**src/rtl/calc_ctrl.sv**
```systemverilog
`default_nettype none
// ============================================================================
// Module   : calc_ctrl
// Purpose  : Moore FSM sequencing a 4-bit calculator datapath through
//            LOAD1 -> LOAD2 -> EXEC -> WB -> OUT for each go request.
//            Optional macro CALC_CTRL_STEP_EN adds a `step` input that gates
//            every transition out of a non-IDLE state.
// Revision : 1.0 - initial release
// ============================================================================
module calc_ctrl #(
  parameter int OUT_HOLD = 1
) (
  input  logic       clk,
  input  logic       rst,
`ifdef CALC_CTRL_STEP_EN
  input  logic       step,
`endif
  input  logic       go,
  input  logic [1:0] op,
  output logic [1:0] s1,
  output logic [1:0] wa,
  output logic       we,
  output logic [1:0] raa,
  output logic       rea,
  output logic [1:0] rab,
  output logic       reb,
  output logic [1:0] c,
  output logic       s2,
  output logic       busy,
  output logic       done,
  output logic [2:0] state
);

  typedef enum logic [2:0] {
    IDLE  = 3'd0,
    LOAD1 = 3'd1,
    LOAD2 = 3'd2,
    EXEC  = 3'd3,
    WB    = 3'd4,
    OUT   = 3'd5
  } state_t;

  localparam logic [3:0] HOLD_LAST = 4'(OUT_HOLD - 1);

  state_t     cur_state;
  state_t     nxt_state;
  logic [1:0] op_reg;
  logic [1:0] op_nxt;
  logic [3:0] hold_cnt;
  logic [3:0] hold_nxt;
  logic       advance;

`ifdef CALC_CTRL_STEP_EN
  // Non-IDLE states only move when the stepper allows it.
  assign advance = step;
`else
  assign advance = 1'b1;
`endif

  // State, captured op and OUT hold counter registers.
  always_ff @(posedge clk or posedge rst) begin
    if (rst) begin
      cur_state <= IDLE;
      op_reg    <= 2'b00;
      hold_cnt  <= 4'd0;
    end else begin
      cur_state <= nxt_state;
      op_reg    <= op_nxt;
      hold_cnt  <= hold_nxt;
    end
  end

  // Next-state logic; illegal codes fall back to IDLE unconditionally.
  always_comb begin
    nxt_state = cur_state;
    op_nxt    = op_reg;
    hold_nxt  = hold_cnt;
    case (cur_state)
      IDLE: begin
        if (go) begin
          nxt_state = LOAD1;
          op_nxt    = op;
        end
      end
      LOAD1: if (advance) nxt_state = LOAD2;
      LOAD2: if (advance) nxt_state = EXEC;
      EXEC:  if (advance) nxt_state = WB;
      WB:    if (advance) nxt_state = OUT;
      OUT: begin
        if (advance) begin
          if (hold_cnt == HOLD_LAST) begin
            nxt_state = IDLE;
            hold_nxt  = 4'd0;
          end else begin
            hold_nxt  = hold_cnt + 4'd1;
          end
        end
      end
      default: begin
        nxt_state = IDLE;
        hold_nxt  = 4'd0;
      end
    endcase
  end

  // Moore output decode from registered state and registered op only.
  always_comb begin
    s1   = 2'b00;
    wa   = 2'b00;
    we   = 1'b0;
    raa  = 2'b00;
    rea  = 1'b0;
    rab  = 2'b00;
    reb  = 1'b0;
    c    = 2'b00;
    s2   = 1'b0;
    busy = 1'b0;
    done = 1'b0;
    case (cur_state)
      LOAD1: begin
        busy = 1'b1;
        s1   = 2'b11;
        wa   = 2'b01;
        we   = 1'b1;
      end
      LOAD2: begin
        busy = 1'b1;
        s1   = 2'b10;
        wa   = 2'b10;
        we   = 1'b1;
      end
      EXEC: begin
        busy = 1'b1;
        raa  = 2'b01;
        rea  = 1'b1;
        rab  = 2'b10;
        reb  = 1'b1;
        c    = op_reg;
      end
      WB: begin
        busy = 1'b1;
        raa  = 2'b01;
        rea  = 1'b1;
        rab  = 2'b10;
        reb  = 1'b1;
        c    = op_reg;
        s1   = 2'b00;
        wa   = 2'b11;
        we   = 1'b1;
      end
      OUT: begin
        busy = 1'b1;
        raa  = 2'b11;
        rea  = 1'b1;
        s2   = 1'b1;
        done = (hold_cnt == HOLD_LAST);
      end
      default: begin
        busy = 1'b0;
      end
    endcase
  end

  assign state = cur_state;

endmodule
`default_nettype wire

```
**config.mk**
```make
export PLATFORM = sky130hd
export DESIGN_NAME = calc_ctrl
export DESIGN_NICKNAME = d
export VERILOG_FILES = /design/src/rtl/calc_ctrl.sv
export SDC_FILE = /design/constraint.sdc
export NUM_CORES = 1
export LEC_CHECK = 0
export BUFFER_PORTS_ARGS = -buffer_cell sky130_fd_sc_hd__buf_2
export CAP_MARGIN = 0
export CORE_MARGIN = 5
export CORE_UTILIZATION = 25
export DETAILED_ROUTE_END_ITERATION = 6
export GPL_ROUTABILITY_DRIVEN = 0
export PLACE_DENSITY = 0.43
export SYNTH_ARGS = -nofsm -noshare
export SYNTH_HDL_FRONTEND = slang
export SYNTH_SLANG_ARGS = --single-unit
```
**constraint.sdc**
```tcl
create_clock -name clk -period 2.1 [get_ports clk]
set_clock_uncertainty 0.2 [all_clocks]
set_input_delay 0.42 -clock clk [delete_from_list [all_inputs] [get_ports clk]]
set_output_delay 0.42 -clock clk [all_outputs]
set_load 0.005 [all_outputs]
```
==> metrics.cfg <==
[place]
place_area_um2 = 773
portBuffers = 22
placed_cells_incl_taps = 117
hpwl_um = 1160
place_ws_ns = 0.228

[pwr]
netSwitchingFraction_pct = 41.4
clkPwrFrac_pct = 13.1
powerDensity_nw_per_um2 = 1230
switching_power_mw = 0.430
p_leak_nw = 0.463
power.total_mw = 1.04
vdd_drop_max_mv = 0.613
seqPwrFrac_pct = 28.3
p_comb_share_pct = 58.5
internal_power_mw = 0.608

[sta]
drv_slew = 0
period_needed_ns = 2.02
max_freq_mhz = 494
rsz0062_at_grt = yes
hold_violations = 0
setup_slack_ns = 0.0761
setup_violations = 0
post-route-period-util_pct = 96.4

[finish]
finalNonFillerCells = 126
num_antenna_cells = 0
final_nets = 104
multi_input_area_um2 = 348
ff_latch_area_um2 = 228
final_area_um2 = 842
fillers = 272
largest_register_ffs = 4
area.growth.synth_to_final_pct = 29.9
drive_above_1_share_pct = 51.0

[critical_path]
cp-end-kind = output pin
arrival_ns = 1.40
reg2reg_depth = 5
critPathMaxFanout = 2
worst_path_max_delay_cell = dfrtp_1
reg2reg_slack_ns = 0.49
r2r-start = hold_cnt[1]$_DFFE_PP0N_
required_ns = 1.48
max_stage_delay_ns = 0.39
worstPathCellList = inv_2, ha_1, or3b_4, nor2_1, buf_2
r2r_end = state[2]$_DFFE_PP0P_
worstSetupStartpointType = flop
crit_type = flop to output pin

[clock_network]
cts_sinks = 9
numCtsBuffers = 3
cts_root_buf = clkbuf_4
cts_tree = done
clock_latency_ns = 0.26
clk_pin_slew_ns = 0.06
htreeDepth = 1
clock_path_buffers = 2

[floorplan]
start_util_pct = 26.2
coreArea_um2 = 2480
io-pin-count = 24
die_w_um = 60.9
die_height_um = 60.9
rows = 18
die-area_um2 = 3710

[hold_path]
hold_path.class = primary input to flop
holdPathStages = 2
min_from = op[1]
hold_end = op_reg[1]$_DFFE_PP0P_

[synth]
synth_cell_type_count = 34
ys.flop_type = dfrtp_1
ys_async_sr_fraction_pct = 100
yosys_warnings = 0
netlist_instances = 67
synth_nets = 74
yosysSeqAreaShare_pct = 34.7
synth-edff-count = 0
syn_area_um2 = 648
syn_avg_cell_area_um2 = 9.67
synth-seq-cells = 9

[global_routing]
grt_antenna_before_repair = 0
grt_max_degree = 16
grt_overflow_total = 0
grt_pass1_wl_um = 2300
grt_pass1_vias = 491
grt_usage_pct = 8.57

[drt]
drtPass1Iterations = 2
drt-initial-drc-count = 4
wire_per_inst_um = 12.0
num_vias = 562
totalWireLength_um = 1510
vias_per_cell = 4.46
ant_nets = 0
drc = 0

[run_status]
outcome = finished clean

[job]
drv_cap = 0

==> how the worst max path moves through the flow <==
stage,startpoint,to,slack (ns),cells past startpoint
floorplan,hold_cnt[1]$_DFFE_PP0N_,done,0.37,4
CTS,hold_cnt[1]$_DFFE_PP0N_,done,0.01,5
global placement,hold_cnt[0]$_DFFE_PP0N_,done,0.24,5
finish,hold_cnt[1]$_DFFE_PP0N_,done,0.08,5
global route,state[2]$_DFFE_PP0P_,c[0],-0.002,4
detailed placement,hold_cnt[1]$_DFFE_PP0N_,done,0.23,5
==> Yosys cell counts, drive strengths merged (2+ instances only) <==
cell | number | share of area, %
a21oi | 3 | 2.3
and2 | 2 | 1.9
buf | 6 | 8.1
dfrtp | 9 | 35
ha | 2 | 3.9
inv | 6 | 3.5
mux2 | 2 | 4.6
nand2 | 7 | 5.6
nand2b | 2 | 2.3
nand3b | 2 | 2.3
nor2 | 5 | 2.9
nor2b | 2 | 1.9
nor3 | 3 | 3.1
o21ai | 2 | 2.1
o41ai | 2 | 3.9
xnor2 | 2 | 2.7
==> placed cells by master, fill, tap and decap left out, types with 2 or more instances in the layout <==
| cell | synthesis | layout |
|---|---|---|
| buf_2 | 0 | 22 |
| buf_4 | 4 | 8 |
| dfrtp_1 | 9 | 7 |
| nor2_1 | 5 | 5 |
| nand2_1 | 5 | 5 |
| inv_1 | 5 | 4 |
| a21oi_1 | 3 | 3 |
| clkbuf_4 | 0 | 3 |
| nor3_1 | 2 | 2 |
| xnor2_1 | 2 | 2 |
| nor2b_1 | 2 | 2 |
| nand3b_1 | 2 | 2 |
| inv_2 | 1 | 2 |
| and2_1 | 2 | 2 |
| mux2_4 | 2 | 2 |
| ha_1 | 2 | 2 |
| dfrtp_2 | 0 | 2 |
==> layer usage <==
layer	share of wire (%)	routed length, um	GRT usage (%)
met3	7.2	109	3.19
met5	0	0	0
met4	0	0	2.79
met2	46	686	13.0
met1	47	709	11.3
==> through the flow <==
step	hold WS, ns	setup TNS (ns)	utilization (%)
finish	0.189	0	34.0
global route	0.183	-0.00168	34.0
CTS	0.187	0	33.6
detailed placement	0.211	0	31.2
global placement	0.202	0	31.2
floorplan	0.0479	0	-
==> final cells by class <==
cell class	count	area share, %
flip-flops and latches	9	27.0
repair buffers	31	21.4
well taps	30	4.46
clock buffers	4	3.12
multi-input cells	46	41.3
inverters	6	2.67
==> worst max-delay path: cells and delay by family (launching register included) <==
| kind | cells | cell delay [ns] |
|---|---|---|
| DFF | 1 | 0.39 |
| and+or+nand+nor | 2 | 0.46 |
| adders and majority gates | 1 | 0.12 |
| buffers and inverters | 2 | 0.17 |
==> power by group through the flow <==
stage	Combinational, mW	Sequential, mW	Clock, mW
2_1_floorplan	0.409	0.278	0
3_3_place_gp	0.614	0.298	0
3_5_place_dp	0.619	0.294	0
4_1_cts	0.622	0.292	0.142
5_1_grt	0.679	0.305	0.151
6_report	0.607	0.294	0.136
==> cell families (layout without fill, tap and decap cells) <==
group | after synthesis | after routing | synth area share (%)
AND/OR/NAND/NOR | 27 | 27 | 25.7
AO/OA/AOI/OAI | 12 | 12 | 16.2
buffers and inverters | 12 | 41 | 11.6
flip-flops | 9 | 9 | 34.7
adder cells (fa/ha/maj) | 2 | 2 | 3.86
XOR/XNOR | 2 | 2 | 2.70
multiplexers | 2 | 2 | 4.63
other | 1 | 1 | 0.579
==> repair_timing <==
item,4_1_cts,5_1_grt
pin swaps,0,2
endpoints found under the hold margin,9,0
hold buffers,1,0
setup buffers,3,1
setup endpoints to repair,2,4
resized for setup,1,2
Note: power is estimated with default switching activity, not from simulation.
